--- config.mk ---
export PLATFORM = sky130hd
export DESIGN_NAME = cordic_wave_pwm_flat
export DESIGN_NICKNAME = d
export VERILOG_FILES = /design/src/rtl/cordic_wave_pwm_if.sv /design/src/rtl/cordic_wave_pwm.sv /design/src/flat_wrapper.sv
export SDC_FILE = /design/constraint.sdc
export NUM_CORES = 1
export LEC_CHECK = 0
export BUFFER_PORTS_ARGS = -buffer_cell sky130_fd_sc_hd__clkbuf_2
export CAP_MARGIN = 20
export CORE_MARGIN = 5
export CORE_UTILIZATION = 36
export DETAILED_ROUTE_END_ITERATION = 10
export SYNTH_ARGS = -nofsm -noshare
export SYNTH_HDL_FRONTEND = slang
export SYNTH_SLANG_ARGS = --single-unit
--- constraint.sdc ---
create_clock -name clock -period 2 [get_ports clock]
set_input_delay 0 -clock clock [delete_from_list [all_inputs] [get_ports clock]]
set_output_delay 0 -clock clock [all_outputs]
set_load 0.01 [all_outputs]
--- src/rtl/cordic_wave_pwm_if.sv ---
//------------------------------------------------------------------------------
// cordic_wave_pwm_if : CORDIC sample bus plus per-channel shaping controls
// Revision 1.0
//------------------------------------------------------------------------------
`default_nettype none

interface cordic_wave_pwm_if #(
  parameter int WIDTH    = 16,
  parameter int CHANNELS = 2
);
  logic signed [WIDTH-1:0]  sin_in;
  logic signed [WIDTH-1:0]  cos_in;
  logic signed [WIDTH-1:0]  angle_in;
  logic                     sample_valid;
  logic [3*CHANNELS-1:0]    wave_sel;
  logic [2*CHANNELS-1:0]    atten;
  logic [CHANNELS-1:0]      enable;

  modport master (
    output sin_in, cos_in, angle_in, sample_valid, wave_sel, atten, enable
  );

  modport slave (
    input  sin_in, cos_in, angle_in, sample_valid, wave_sel, atten, enable
  );
endinterface

`default_nettype wire

--- src/rtl/cordic_wave_pwm.sv ---
//------------------------------------------------------------------------------
// cordic_wave_pwm : multi-channel waveform shaper and double-buffered PWM driver
// Revision 1.0
//------------------------------------------------------------------------------
`default_nettype none

module cordic_wave_pwm #(
  parameter int WIDTH      = 16,
  parameter int SAMPLE_MSB = 11,
  parameter int PWM_BITS   = 8,
  parameter int CHANNELS   = 2
) (
  input  logic                clock,
  input  logic                resetn,
  cordic_wave_pwm_if.slave    bus,
  output logic [CHANNELS-1:0] pwm,
  output logic                pwm_led,
  output logic                period_start,
  output logic [7:0]          overrun_cnt
);

  localparam logic signed [PWM_BITS-1:0] MAXP = {1'b0, {(PWM_BITS-1){1'b1}}};
  localparam logic signed [PWM_BITS-1:0] MINN = {1'b1, {(PWM_BITS-1){1'b0}}};

  logic [PWM_BITS-1:0]        counter;
  logic [PWM_BITS-1:0]        duty     [CHANNELS];
  logic [PWM_BITS-1:0]        pend_val [CHANNELS];
  logic [PWM_BITS-1:0]        duty_new [CHANNELS];
  logic                       pending;
  logic                       load;
  logic [PWM_BITS-1:0]        duty0_next;
  logic                       led_toggle;

  logic signed [PWM_BITS-1:0] sin_f;
  logic signed [PWM_BITS-1:0] cos_f;
  logic signed [PWM_BITS-1:0] ang_f;
  logic                       unused_bits;

  assign sin_f = bus.sin_in[SAMPLE_MSB -: PWM_BITS];
  assign cos_f = bus.cos_in[SAMPLE_MSB -: PWM_BITS];
  assign ang_f = bus.angle_in[SAMPLE_MSB -: PWM_BITS];
  assign unused_bits = ^{bus.sin_in, bus.cos_in, bus.angle_in};

  assign load = (counter == {PWM_BITS{1'b1}});

  generate
    for (genvar i = 0; i < CHANNELS; i++) begin : g_ch
      logic [2:0]                sel;
      logic [1:0]                sh;
      logic signed [PWM_BITS-1:0] s;
      logic signed [PWM_BITS-1:0] v;
      logic [PWM_BITS-1:0]       dn;

      always_comb begin
        sel = bus.wave_sel[3*i +: 3];
        sh  = bus.atten[2*i +: 2];
        case (sel)
          3'd0:    s = sin_f;
          3'd1:    s = cos_f;
          // negating the most negative code would wrap, so clamp to full scale
          3'd2:    s = (sin_f == MINN) ? MAXP : -sin_f;
          3'd3:    s = bus.sin_in[WIDTH-1] ? MINN : MAXP;
          3'd4:    s = ang_f;
          default: s = '0;
        endcase
        v  = s >>> sh;
        dn = {~v[PWM_BITS-1], v[PWM_BITS-2:0]};
      end

      assign duty_new[i] = dn;
    end
  endgenerate

  // duty[0] as it will stand after this cycle's load, used for the activity LED
  assign duty0_next = pending ? pend_val[0] : duty[0];
  assign led_toggle = load && bus.enable[0] && (duty0_next != '0);

  always_ff @(posedge clock or negedge resetn) begin
    if (!resetn) begin
      counter      <= '0;
      pending      <= 1'b0;
      pwm          <= '0;
      pwm_led      <= 1'b0;
      period_start <= 1'b0;
      overrun_cnt  <= '0;
      for (int i = 0; i < CHANNELS; i++) begin
        duty[i]     <= '0;
        pend_val[i] <= '0;
      end
    end else begin
      counter      <= counter + 1'b1;
      period_start <= load;

      for (int i = 0; i < CHANNELS; i++) begin
        pwm[i] <= bus.enable[i] & (counter < duty[i]);
      end

      if (load && pending) begin
        for (int i = 0; i < CHANNELS; i++) begin
          duty[i] <= pend_val[i];
        end
      end

      if (bus.sample_valid) begin
        for (int i = 0; i < CHANNELS; i++) begin
          pend_val[i] <= duty_new[i];
        end
        pending <= 1'b1;
        // a sample arriving on the load cycle is not dropped: the old one moves to duty
        if (pending && !load && (overrun_cnt != 8'hFF)) begin
          overrun_cnt <= overrun_cnt + 8'd1;
        end
      end else if (load) begin
        pending <= 1'b0;
      end

      if (led_toggle) begin
        pwm_led <= ~pwm_led;
      end
    end
  end

endmodule

`default_nettype wire

--- src/flat_wrapper.sv ---
// flat-port wrapper written by rule: the top's interface ports become plain ports
module cordic_wave_pwm_flat 
#(
  parameter int WIDTH      = 16,
  parameter int SAMPLE_MSB = 11,
  parameter int PWM_BITS   = 8,
  parameter int CHANNELS   = 2
)
  (clock, resetn, pwm, pwm_led, period_start, overrun_cnt, bus_sin_in, bus_cos_in, bus_angle_in, bus_sample_valid, bus_wave_sel, bus_atten, bus_enable);
  cordic_wave_pwm_if #(.WIDTH(WIDTH), .CHANNELS(CHANNELS)) bus_i ();
  input  logic clock;
  input  logic resetn;
  output logic [CHANNELS-1:0] pwm;
  output logic pwm_led;
  output logic period_start;
  output logic [7:0] overrun_cnt;
  input wire logic [$bits(bus_i.sin_in)-1:0] bus_sin_in;
  input wire logic [$bits(bus_i.cos_in)-1:0] bus_cos_in;
  input wire logic [$bits(bus_i.angle_in)-1:0] bus_angle_in;
  input wire logic [$bits(bus_i.sample_valid)-1:0] bus_sample_valid;
  input wire logic [$bits(bus_i.wave_sel)-1:0] bus_wave_sel;
  input wire logic [$bits(bus_i.atten)-1:0] bus_atten;
  input wire logic [$bits(bus_i.enable)-1:0] bus_enable;
  assign bus_i.sin_in = bus_sin_in;
  assign bus_i.cos_in = bus_cos_in;
  assign bus_i.angle_in = bus_angle_in;
  assign bus_i.sample_valid = bus_sample_valid;
  assign bus_i.wave_sel = bus_wave_sel;
  assign bus_i.atten = bus_atten;
  assign bus_i.enable = bus_enable;
  cordic_wave_pwm #(.WIDTH(WIDTH), .SAMPLE_MSB(SAMPLE_MSB), .PWM_BITS(PWM_BITS), .CHANNELS(CHANNELS)) u_core (.clock(clock), .resetn(resetn), .bus(bus_i), .pwm(pwm), .pwm_led(pwm_led), .period_start(period_start), .overrun_cnt(overrun_cnt));
endmodule
---- After elaboration in Yosys (flattened, before gate mapping) ----
Cells that the tools add are included.
storage, ports and cells
  flip-flop bits (word level) ............. 53
  output and inout port bits .............. 12
operators by class
  add/sub/neg operators ................... 3
  order comparisons ....................... 2
  eq/ne operators ......................... 11
  shift operators ......................... 2
  muxes and demuxes ....................... 7
  bitwise operators ....................... 5
  reduce and logical (&&, ||, !) cells .... 11
operators by type and width
  cell                                                                    count
  8-bit one-hot mux with 5 select lines                                   2
  8-bit 2-to-1 mux                                                        3
  8-bit by 1-bit adder with 8-bit output (second input constant)          2
  8-bit equality test (second input constant)                             2
  8-bit less-than comparator                                              2
  8-bit by 2-bit >>> shifter with 8-bit output                            2
  3-bit by 2-bit equality test with 1-bit output (second input constant)  4
  8-bit != test (second input constant)                                   1
  8-bit negation                                                          1
  8-bit nonzero test                                                      1
  3-bit by 1-bit equality test with 1-bit output (second input constant)  2
  3-bit equality test (second input constant)                             2
  3-bit zero test                                                         2
  1-bit logical AND                                                       5
  1-bit inverter                                                          3
  1-bit bitwise AND                                                       2
  1-bit 2-to-1 mux                                                        2
  2-bit AND reduction                                                     1
  2-bit nonzero test                                                      1
  1-bit zero test                                                         1

---- Logic depth before layout (Yosys ltp) ----
  depth in word-level cells ............... 5
  mapped depth ............................ 8
  depth with buffers taken out ............ 8

---- Worst setup path after synthesis ----
Ideal clock, no wire load.
  kind .................................... register -> register
  from .................................... register u_core.counter[0]
  to ...................................... register u_core.overrun_cnt[5]
  library setup time ...................... 0.126 ns
  data arrival time ....................... 1.775 ns
  required time ........................... 1.874 ns
  setup slack ............................. 0.099 ns
  stages on the path, launching flop included .. 8
  buffers on the path ..................... 0
  cell sequence ........................... dfrtp_1 ha_1 nand3_1 nor3_1 nor3_1 and4_1 nand3_1 xnor2_1
on the way
  word-level cells in the longest chain between the ends .. 5
RTL lines
  what                            line                    text
  start, declared                 cordic_wave_pwm.sv:25   logic [PWM_BITS-1:0] counter;
  start signal, assigned          cordic_wave_pwm.sv:91   counter <= counter + 1'b1;
  8-bit equality test             cordic_wave_pwm.sv:44   assign load = (counter == {PWM_BITS{1'b1}});
  net u_core.load                 cordic_wave_pwm.sv:30   logic load;
  1-bit zero test                 cordic_wave_pwm.sv:110  if (pending && !load && (overrun_cnt != 8'hFF)) begin
  1-bit logical AND (2 in a row)  cordic_wave_pwm.sv:110
  2-bit AND reduction (no line)   n/a
  end signal, assigned            cordic_wave_pwm.sv:111  overrun_cnt <= overrun_cnt + 8'd1;
  end, declared                   cordic_wave_pwm.sv:19   output logic [7:0] overrun_cnt
The timed path passes the listed nets, and every way through them passes these cells.
A chain may end at the register's enable or synchronous reset.

---- Worst setup path after layout ----
Same ends and word-level chain as after synthesis.

==> flow_metrics.tcl <==
set metrics [dict create \
    fp-row-count 36 \
    gp_congestion 0.830 \
    die_w_um 109 \
    syn_avg_cell_area_um2 9.25 \
    drc 0 \
    ys_warn_count 0 \
    clk_pin_slew_ns 0.10 \
    grt_max_degree 34 \
    setup_viol 0 \
    avgViaCountPerCell 5.17 \
    synth_seq_cells 53 \
    rsz0062_at_grt "no" \
    syn_nets 463 \
    worstPathRequired_ns 2.20 \
    relSlewSlack 0.468 \
    hpwl_mm 7.19 \
    die_h_um 109 \
    grt_pass1_wl_mm 15.0 \
    slew_viol_final 0 \
    num_antenna_cells 0 \
    placeableCoreArea_um2 9680 \
    status "finished clean" \
    pin_count 75 \
    synthesis.instances 383 \
    wirelength_mm 8.91 \
    drtPass1Iterations 4 \
    worst_pin_slew_ns 0.798 \
    finalClockSkew_ns 0.00689 \
    max_cap_viol_count 0 \
    synth.cell_area_um2 3540 \
    start_kind "flip-flop" \
    grt_pass1_vias 3090 \
    synth_top_family_by_area "simple AND/OR/NAND/NOR gates" \
    synth-adder-area-share 0.0601 \
    grt.total_usage 0.156 \
    crit_type "reg -> reg" \
    cts-root-buf "clkbuf_8" \
    synth_cell_types 57 \
    hold_viol 0 \
    synth_largest_area_cell "dfrtp_1" \
    postRouteAntennaNets 0 \
    fin_crit_ns 1.82 \
    vias 3052 \
    avgRoutedWirePerCell_um 15.1 \
    critPathMaxStageDelay_ns 0.39 \
    synth_area_leaders "dfrtp_1 37%, ha_1 6.0%, mux2_2 5.7%, o21ai_0 4.8%, nand2_1 4.1%" \
    start_util 0.366 \
    die_area_um2 11900 \
    area_growth_pct 19.5 \
    post-route-period-util 0.909 \
    cts_buffers 5 \
    ys_seq_area_frac 0.375 \
    irDropWorstVdd_mv 0.296 \
    place_worst_setup_slack_ns 0.0492 \
    crit_top_cell "nand3_1" \
    drtIter0Drc 99 \
    dp_cells 580 \
    worstHoldStart "bus_enable[1]" \
    post-synth-top-area-fraction 0.375 \
    synth_flop_cell "dfrtp_1" \
    clock_latency_ns 0.31 \
    antenna_found_initial 0 \
    async_flop_share 1.00 \
    cp_data_arrival_time_ns 2.02 \
    grt-ovfl-total 0 \
    finalNonFillerCells 590 \
    synthSimpleGateAreaFrac 0.200 \
    nNetsFinal 536 \
    fin_setup_tns_ns 0 \
    worstSetupStartpoint "u_core.counter[0]" \
    fmax_mhz 550 \
    leakage_nw 1.95 \
    setup_ws_ns 0.181 \
    synth_compound_area_frac 0.176 \
    slowest_stage "dfrtp_1" \
    clockBufferDepth 2 \
    cts.sinks 53 \
    drive_above_1_share 0.254 \
    p_total_mw 2.55 \
    muxShareOfSynthArea 0.0982 \
    worstReg2RegStart "u_core.counter[0]" \
    hold_path_class "in -> reg" \
    cts_tree "yes" \
    io_buffers 51 \
    cts_setup_buffers 0 \
    p_per_area_nw_per_um2 602 \
    end_kind "flip-flop" \
    htree_num_levels 2 \
    synthXorXnorAreaFrac 0.0371 \
    synth_edf_count 0 \
    cp_max_fo 3 \
    crit_chain "ha_1 > nand3_1 > nor3_2 > nor3_1 > and4_1 > nand3_1 > xnor2_1" \
]
## cell type report
cell class | count | area [um2]
Sequential cell | 53 | 1330
Clock buffer | 5 | 68.8
Inverter | 30 | 113
Timing Repair Buffer | 83 | 500
Clock inverter | 3 | 25.0
Tap cell | 133 | 166
Fill cell | 986 | 5450
Multi-Input combinational cell | 283 | 2030
## critical path, delay by kind of cell (launching register included)
family | cells | cell delay, ns
xor+xnor | 1 | 0.13
flops | 1 | 0.39
fa+ha+maj | 1 | 0.22
simple gates | 5 | 0.97
## placed cells by master, fill, tap and decap left out, drive strengths merged, types with 5 or more instances in the layout
cell type / Yosys / layout
a21oi: 11 / 11
nor3b: 5 / 5
buf: 5 / 30
a31oi: 5 / 5
mux2: 18 / 18
ha: 17 / 17
nor2: 14 / 14
xnor2: 8 / 8
dfrtp: 53 / 53
nand2b: 17 / 17
mux2i: 10 / 10
inv: 30 / 32
nand3: 13 / 13
nor4: 5 / 5
o221ai: 7 / 7
nor2b: 7 / 7
clkbuf: 12 / 56
o21ai: 35 / 35
nand2: 39 / 39
nor3: 9 / 9
xor2: 7 / 7
## cells in the mapped netlist (7+ instances only)
master / n
a21oi_1: 9
clkbuf_1: 12
dfrtp_1: 53
ha_1: 17
inv_1: 30
mux2_2: 18
mux2i_1: 10
nand2_1: 39
nand2b_1: 17
nand3_1: 13
nor2_1: 14
nor2b_1: 7
nor3_1: 9
o21ai_0: 34
o221ai_1: 7
xnor2_1: 8
xor2_1: 7
## worst paths after layout
| path | endpoint | slack (ns) | depth (start not counted) |
|---|---|---|---|
| worst max-delay path | u_core.overrun_cnt[5] | 0.18 | 7 |
| max in group asynchronous | u_core.overrun_cnt[5] | 1.03 | 3 |
| worst min register to register | u_core.pwm_led | 0.47 | 1 |
| worst min-delay path | u_core.pwm[1] | 0.04 | 4 |
| worst max register to register | u_core.overrun_cnt[5] | 0.18 | 7 |
| min in group asynchronous | u_core.duty[7] | 0.30 | 2 |
## stage by stage
step	util	instance area [um2]	hold slack, ns
detailed placement	0.425	4110	0.133
floorplan	-	3540	-0.296
CTS	0.436	4230	0.0304
finish	0.437	4230	0.0411
global placement	0.425	4110	0.125
global route	0.437	4230	0.0715
## per-layer routing
metal  GRT usage  wire, um  vias up
li1            -         -     1533
met3      0.0249       335       12
met2       0.257      4240       59
met1       0.212      4180     1448
met5           0         0        -
met4      0.0463       152        0
## state kept, by name, indices dropped and copies added, names as in the netlist
| name | count |
|---|---|
| u_core.counter | 8 |
| u_core.duty | 16 |
| u_core.overrun_cnt | 8 |
| u_core.pend_val | 16 |
| u_core.pending | 1 |
| u_core.period_start | 1 |
| u_core.pwm | 2 |
| u_core.pwm_led | 1 |
## power breakdown
part	internal, mW	switching (mW)
sequential	1.19	0.111
combinational	0.297	0.328
clock	0.256	0.372
## cells by family after synthesis
| group | Yosys count |
|---|---|
| AND/OR/NAND/NOR | 128 |
| buffers and inverters | 47 |
| multiplexers | 30 |
| XOR/XNOR | 15 |
| AO/OA/AOI/OAI | 93 |
| adder cells (fa/ha/maj) | 17 |
| flip-flops | 53 |
## repair_timing
action                     in CTS  in global routing
hold endpoints to repair       32                  0
hold buffers                    2                  0
setup endpoints to repair       0                  1
gates resized for setup         0                  1
Note: power is estimated with default switching activity, not from simulation.
